===== src/rtl/vlsu_sequencer.sv =====
// Multi-beat vector load/store sequencer: splits one vector memory request into NLANES-wide DMEM beats.
// Define VLSU_INDEXED_EN to add the req_idx port and indexed (mode 10) addressing; otherwise mode 10 is illegal.
module vlsu_sequencer #(
    parameter  int VLEN       = 128,
    parameter  int XLEN       = 32,
    parameter  int NLANES     = 4,
    parameter  int ADDR_WIDTH = 10,
    localparam int MAXEL      = VLEN / XLEN,
    localparam int VLW        = $clog2(MAXEL + 1)
) (
    input  logic                         clk,
    input  logic                         rst,
    input  logic                         req_valid,
    output logic                         req_ready,
    input  logic                         req_store,
    input  logic [1:0]                   req_mode,
    input  logic [XLEN-1:0]              req_base,
    input  logic [XLEN-1:0]              req_stride,
    input  logic [VLW-1:0]               req_vl,
    input  logic                         req_vm,
    input  logic [MAXEL-1:0]             req_mask,
    input  logic [VLEN-1:0]              req_vs3,
    input  logic [VLEN-1:0]              req_vd_old,
`ifdef VLSU_INDEXED_EN
    input  logic [VLEN-1:0]              req_idx,
`endif
    output logic [NLANES-1:0]            mem_re,
    output logic [NLANES-1:0]            mem_we,
    output logic [NLANES*ADDR_WIDTH-1:0] mem_addr,
    output logic [NLANES*XLEN-1:0]       mem_wdata,
    input  logic [NLANES*XLEN-1:0]       mem_rdata,
    output logic                         done,
    output logic [VLEN-1:0]              result,
    output logic                         err
);
    localparam int EIW = (MAXEL > 1) ? $clog2(MAXEL) : 1;
`ifdef VLSU_INDEXED_EN
    localparam bit IDX_EN = 1'b1;
`else
    localparam bit IDX_EN = 1'b0;
`endif

    typedef enum logic [1:0] {IDLE, ISSUE, DRAIN, DONE} state_e;

    state_e                      state;
    logic                        storeQ, vmQ;
    logic [1:0]                  modeQ;
    logic [XLEN-1:0]             baseQ, stepQ;
    logic [VLW-1:0]              vlQ, beatQ, lastBeatQ, pendBeatQ;
    logic [MAXEL-1:0]            maskQ;
    logic [VLEN-1:0]             vs3Q;
    logic [NLANES-1:0][XLEN-1:0] laneAddrQ;
    logic [NLANES-1:0]           pendReQ;
`ifdef VLSU_INDEXED_EN
    logic [VLEN-1:0]             idxQ;
`endif

    logic            isIdle, illegalIn;
    logic [XLEN-1:0] stepIn;
    logic [VLW-1:0]  lastBeatIn;

    assign isIdle = (state == IDLE);

    always_comb begin
        stepIn     = (req_mode == 2'b01) ? req_stride : XLEN'(4);
        illegalIn  = (req_mode == 2'b11) || ((req_mode == 2'b10) && !IDX_EN);
        lastBeatIn = VLW'((int'(req_vl) + NLANES - 1) / NLANES - 1);
    end

    // The next beat is computed from the live request while idle, so beat 0 is registered at accept.
    logic                        selStore, selVm;
    logic [1:0]                  selMode;
    logic [XLEN-1:0]             selBase;
    logic [VLW-1:0]              selVl, nBeat;
    logic [MAXEL-1:0]            selMask;
    logic [VLEN-1:0]             selVs3, selIdx;
    logic [NLANES-1:0][XLEN-1:0] nAddr, nWdata;
    logic [NLANES-1:0][EIW-1:0]  eIdx;
    logic [NLANES-1:0]           inRange, live, nRe, nWe;
    logic                        nMis;

    always_comb begin
        selStore = isIdle ? req_store  : storeQ;
        selVm    = isIdle ? req_vm     : vmQ;
        selMode  = isIdle ? req_mode   : modeQ;
        selBase  = isIdle ? req_base   : baseQ;
        selVl    = isIdle ? req_vl     : vlQ;
        selMask  = isIdle ? req_mask   : maskQ;
        selVs3   = isIdle ? req_vs3    : vs3Q;
`ifdef VLSU_INDEXED_EN
        selIdx   = isIdle ? req_idx    : idxQ;
`else
        selIdx   = '0;
`endif
        nBeat    = isIdle ? '0 : beatQ + 1'b1;
        nAddr    = '0;
        nWdata   = '0;
        eIdx     = '0;
        inRange  = '0;
        live     = '0;
        nRe      = '0;
        nWe      = '0;
        nMis     = 1'b0;
        for (int l = 0; l < NLANES; l++) begin
            eIdx[l]    = EIW'(int'(nBeat) * NLANES + l);
            inRange[l] = (int'(nBeat) * NLANES + l) < int'(selVl);
            if (selMode == 2'b10)
                nAddr[l] = selBase + selIdx[int'(eIdx[l])*XLEN +: XLEN];
            else if (isIdle)
                nAddr[l] = req_base + XLEN'(l) * stepIn;
            else
                nAddr[l] = laneAddrQ[l] + XLEN'(NLANES) * stepQ;
            live[l]   = inRange[l] & (selVm | selMask[eIdx[l]]);
            nRe[l]    = live[l] & (nAddr[l][1:0] == 2'b00) & ~selStore;
            nWe[l]    = live[l] & (nAddr[l][1:0] == 2'b00) & selStore;
            nMis      = nMis | (live[l] & (nAddr[l][1:0] != 2'b00));
            nWdata[l] = selVs3[int'(eIdx[l])*XLEN +: XLEN];
        end
    end

    logic [NLANES*ADDR_WIDTH-1:0] nAddrFlat;
    for (genvar g = 0; g < NLANES; g++) begin : gLane
        assign nAddrFlat[g*ADDR_WIDTH +: ADDR_WIDTH] = nAddr[g][ADDR_WIDTH-1:0];
    end

    always_ff @(posedge clk or posedge rst) begin
        if (rst) begin
            state     <= IDLE;
            req_ready <= 1'b1;
            mem_re    <= '0;
            mem_we    <= '0;
            mem_addr  <= '0;
            mem_wdata <= '0;
            done      <= 1'b0;
            result    <= '0;
            err       <= 1'b0;
            storeQ    <= 1'b0;
            vmQ       <= 1'b0;
            modeQ     <= '0;
            baseQ     <= '0;
            stepQ     <= '0;
            vlQ       <= '0;
            beatQ     <= '0;
            lastBeatQ <= '0;
            pendBeatQ <= '0;
            maskQ     <= '0;
            vs3Q      <= '0;
            laneAddrQ <= '0;
            pendReQ   <= '0;
`ifdef VLSU_INDEXED_EN
            idxQ      <= '0;
`endif
        end else begin
            done      <= 1'b0;
            // Read data for the beat on the bus arrives one cycle later; track which lanes to capture.
            pendReQ   <= mem_re;
            pendBeatQ <= beatQ;
            for (int l = 0; l < NLANES; l++)
                if (pendReQ[l])
                    result[(int'(pendBeatQ) * NLANES + l) * XLEN +: XLEN] <= mem_rdata[l*XLEN +: XLEN];

            case (state)
                IDLE: if (req_valid) begin
                    storeQ    <= req_store;
                    vmQ       <= req_vm;
                    modeQ     <= req_mode;
                    baseQ     <= req_base;
                    stepQ     <= stepIn;
                    vlQ       <= req_vl;
                    maskQ     <= req_mask;
                    vs3Q      <= req_vs3;
`ifdef VLSU_INDEXED_EN
                    idxQ      <= req_idx;
`endif
                    result    <= req_vd_old;
                    req_ready <= 1'b0;
                    if (req_vl == '0 || illegalIn) begin
                        err   <= illegalIn;
                        state <= DONE;
                        done  <= 1'b1;
                    end else begin
                        err       <= nMis;
                        state     <= ISSUE;
                        beatQ     <= '0;
                        lastBeatQ <= lastBeatIn;
                        laneAddrQ <= nAddr;
                        mem_re    <= nRe;
                        mem_we    <= nWe;
                        mem_addr  <= nAddrFlat;
                        mem_wdata <= nWdata;
                    end
                end
                ISSUE: if (beatQ == lastBeatQ) begin
                    mem_re <= '0;
                    mem_we <= '0;
                    if (storeQ) begin
                        state <= DONE;
                        done  <= 1'b1;
                    end else begin
                        state <= DRAIN;
                    end
                end else begin
                    beatQ     <= nBeat;
                    laneAddrQ <= nAddr;
                    mem_re    <= nRe;
                    mem_we    <= nWe;
                    mem_addr  <= nAddrFlat;
                    mem_wdata <= nWdata;
                    if (nMis) err <= 1'b1;
                end
                DRAIN: begin
                    state <= DONE;
                    done  <= 1'b1;
                end
                default: begin
                    state     <= IDLE;
                    req_ready <= 1'b1;
                end
            endcase
        end
    end
endmodule

===== config.mk =====
export PLATFORM = sky130hd
export DESIGN_NAME = vlsu_sequencer
export DESIGN_NICKNAME = d
export VERILOG_FILES = /design/src/rtl/vlsu_sequencer.sv
export SDC_FILE = /design/constraint.sdc
export NUM_CORES = 1
export LEC_CHECK = 0
export CAP_MARGIN = 10
export CORE_AREA = 2 2 296 298
export CTS_BUF_LIST = sky130_fd_sc_hd__clkbuf_8
export CTS_CLUSTER_DIAMETER = 150
export CTS_CLUSTER_SIZE = 24
export DETAILED_ROUTE_END_ITERATION = 16
export DIE_AREA = 0 0 298 300
export GPL_TIMING_DRIVEN = 0
export SYNTH_ARGS = -nofsm -noshare
export SYNTH_HDL_FRONTEND = slang
export SYNTH_SLANG_ARGS = --single-unit

===== constraint.sdc =====
create_clock -name clk -period 43.5 [get_ports clk]
set_input_delay 8.7 -clock clk [delete_from_list [all_inputs] [get_ports clk]]
set_output_delay 8.7 -clock clk [all_outputs]
set_load 0.01 [all_outputs]

==> results.cfg <==
[synthesis]
synthesis.area_per_instance_sq_um = 9.49
ys_types = 64
ys_dominant_reg_cell = dfrtp_1
synth-seq-area-share = 0.508
asyncSetResetFlopFracSynth = 1.00
synth_enable_flop_cells = 0
synthesis.area_sq_um = 23600
syn-num-nets = 3023
postSynthRegisterBits = 479
synth.yosys.warnings = 0
post_synth_inst_count = 2483

[grt]
first_global_vias = 20800
groute.usage.overall = 0.228
globalRoute.totalOverflow = 0
antenna_found_initial = 26
maximum_number_of_pins_on_one_net_before_global_route_repair = 119
grt_first_pass_wirelength_microns = 150000

[critical_path]
critPathMaxFanout = 10
worst_path_depth = 16
slowest_stage = clkdlybuf4s50_1
crit_path_cell_trace = clkdlybuf4s50_1 > nor2b_1 > clkbuf_1 > nand2_1 > inv_1 > fa_1 > ha_1 > inv_1 > fa_1 > nor2b_1 > o21a_1 > a31o_2 > o41ai_2 > xnor2_1 > a211oi_1 > o22ai_1
cp_top_family = buffers and inverters
worst_setup_path_start_kind = primary input
rr_endpoint = err
timing.critical_path.to = laneAddrQ[105]
cp_data_required_time_ns = 44.09
critical_path_buffers_and_inverters = 4
worstSetupPathType = primary input to flip-flop
critPathLaunch = req_mode[1]
end_kind = flip-flop
slack_of_the_worst_reg_to_reg_path_ns = 39.28
worstReg2RegStart = state[0]
timing.critical_path.arrival_ns = 13.12
timing.critical_path.slowest_cell_delay_ns = 0.58
r2r.worst_path.cells = 14

[pwr]
ir_worst_vdd_mv = 0.0318
power.total_w = 0.00232
power.density_nw_per_um2 = 71.0
leakage_nw = 14.4

[floorplan]
initial_utilization = 0.273
row_count = 108
die-area_sq_um = 89400
die_w_microns = 298
ios = 769
core_area_sq_um = 86200
dieHeight_microns = 300

[finish]
fin_nets = 3776
final_common_cell = nand2_1
drive_gt1_frac = 0.0336
area_growth_pct = 39.0
layout_common_cells = nand2_1 (752), clkdlybuf4s50_1 (723), dfrtp_1 (478)

[clock_network]
cts_buffers = 23
post-cts-setup-buffers = 0
h-tree-depth = 1
post_cts.resized_instances = 0
clk_transition_reported_paths_ns = 0.18
cts_tree = built
ctsRootBufferMaster = clkbuf_8
ctsHoldBuffers = 0
clock_sink_count = 479
clockBufferDepth = 3
clock_insertion_delay_worst_skew_ns = 0.71

[outcome]
outcome = finished clean

[placed_design]
place.port_buffers = 723
gp_congestion = 0.931
detailedPlacementHpwl_microns = 82400

[drt]
initialDrtViolationCount = 1253
drc = 0
detail_route.wl_per_cell_microns = 23.9
postRouteAntennaNets = 0
vias = 21000
detail_route.first_pass.iterations = 7
viasPerCell = 4.76
routed_wl_microns = 105000

[sta]
final_report_hold_violation_count = 0
max-slew-margin-rel = 0.220
worst_slew_pin_slew_ns = 1.17
grt_setup_unrepaired = false
final-setup-viol-count = 0
finalMaxSlewViolations = 0
worst_clock_skew_ns = 0.0307
layout_min_cycle_time_ns = 12.53
max_clock_freq_mhz = 79.8
setup_tns_ns = 0
fin_crit_sh = 0.288

[job]
max_cap_viol_count = 0

[min_path]
timing.hold.worst.class = flip-flop to flip-flop
-- state kept, by name, summed over array words and instances, names as in the netlist, 2 cells and up --
register and cells:
state 2, pendBeatQ 3, baseQ 10, lastBeatQ 3, mem_addr 39, modeQ 2, maskQ 4, result 128
beatQ 3, mem_wdata 128, pendReQ 4, stepQ 8, mem_re 4, vlQ 3, mem_we 4, vs3Q 128
-- worst min path at each step --
stage / to / startpoint / cells after the start
2_1_floorplan: pendBeatQ[2] / beatQ[2] / 0
3_3_place_gp: pendBeatQ[2] / beatQ[2] / 0
3_5_place_dp: pendBeatQ[2] / beatQ[2] / 0
4_1_cts: pendBeatQ[2] / beatQ[2] / 0
5_1_grt: pendBeatQ[2] / beatQ[2] / 0
6_report: pendBeatQ[2] / beatQ[2] / 0
-- kinds of logic (layout without fill, tap and decap cells) --
family                   Yosys count  after routing  share of synthesized area
multiplexers                     271            271                      0.115
adder cells (fa/ha/maj)           78             78                     0.0462
AND/OR/NAND/NOR                  919            919                      0.156
other                              0              3                          0
buffers and inverters            201            963                     0.0396
XOR/XNOR                          45             45                     0.0167
flip-flops                       479            479                      0.508
AO/OA/AOI/OAI                    490            490                      0.117
-- power breakdown --
part           leakage (nW)  switching, W  internal [W]
Sequential             5.97      0.000135      0.000655
Combinational          8.21      0.000755      0.000576
Clock                 0.219      0.000153     0.0000494
-- stage by stage --
stage	utilization	instance area [sq um]	instances	hold WS, ns	setup WS, ns
after CTS	0.380	32800	4400	0.402	31.03
after floorplan	-	23600	2483	0.355	21.44
final	0.380	32800	4403	0.399	30.97
after global routing	0.380	32800	4402	0.429	30.76
after global placement	0.374	32300	4361	0.365	13.95
after detailed placement	0.376	32400	4366	0.362	30.23
-- cells in the mapped netlist, types with 5 or more instances --
cell	number	area share
nand3_1	13	0.0028
nor2b_1	16	0.0042
a21boi_0	5	0.0016
o21ai_0	329	0.070
o31ai_1	7	0.0022
a21oi_1	59	0.013
xnor2_1	21	0.0078
or3_1	5	0.0013
nand2_1	752	0.12
clkbuf_1	82	0.013
o21a_1	8	0.0025
nor2_1	75	0.012
buf_2	35	0.0074
nor3_1	20	0.0042
a31oi_1	5	0.0013
buf_1	9	0.0014
nand2b_1	13	0.0034
buf_6	10	0.0048
mux2_2	8	0.0038
dfrtp_1	478	0.51
xor2_1	24	0.0089
a211oi_1	14	0.0045
inv_1	52	0.0083
mux2i_1	263	0.11
buf_4	12	0.0038
ha_1	63	0.033
o22ai_1	6	0.0016
o211ai_1	5	0.0016
and2_1	10	0.0027
a21o_1	6	0.0019
fa_1	15	0.013
-- per-layer routing --
metal | up-vias | wire (microns) | track usage
li1 | 9832 | - | -
met1 | 10300 | 42100 | 0.275
met2 | 712 | 51600 | 0.396
met3 | 144 | 7930 | 0.0633
met4 | 26 | 3500 | 0.0663
met5 | - | 172 | 0
-- cell type report --
cell class	instances	area (sq um)
clock buffer	23	317
clock inverter	11	45.0
sequential	479	12000
inverter	52	203
multi-input combinational	1803	10700
tap	1155	1450
fill	8856	53500
antenna	3	7.51
timing repair buffer	728	7360
buffer	149	739
No activity file was read; power rests on OpenSTA's default activity.
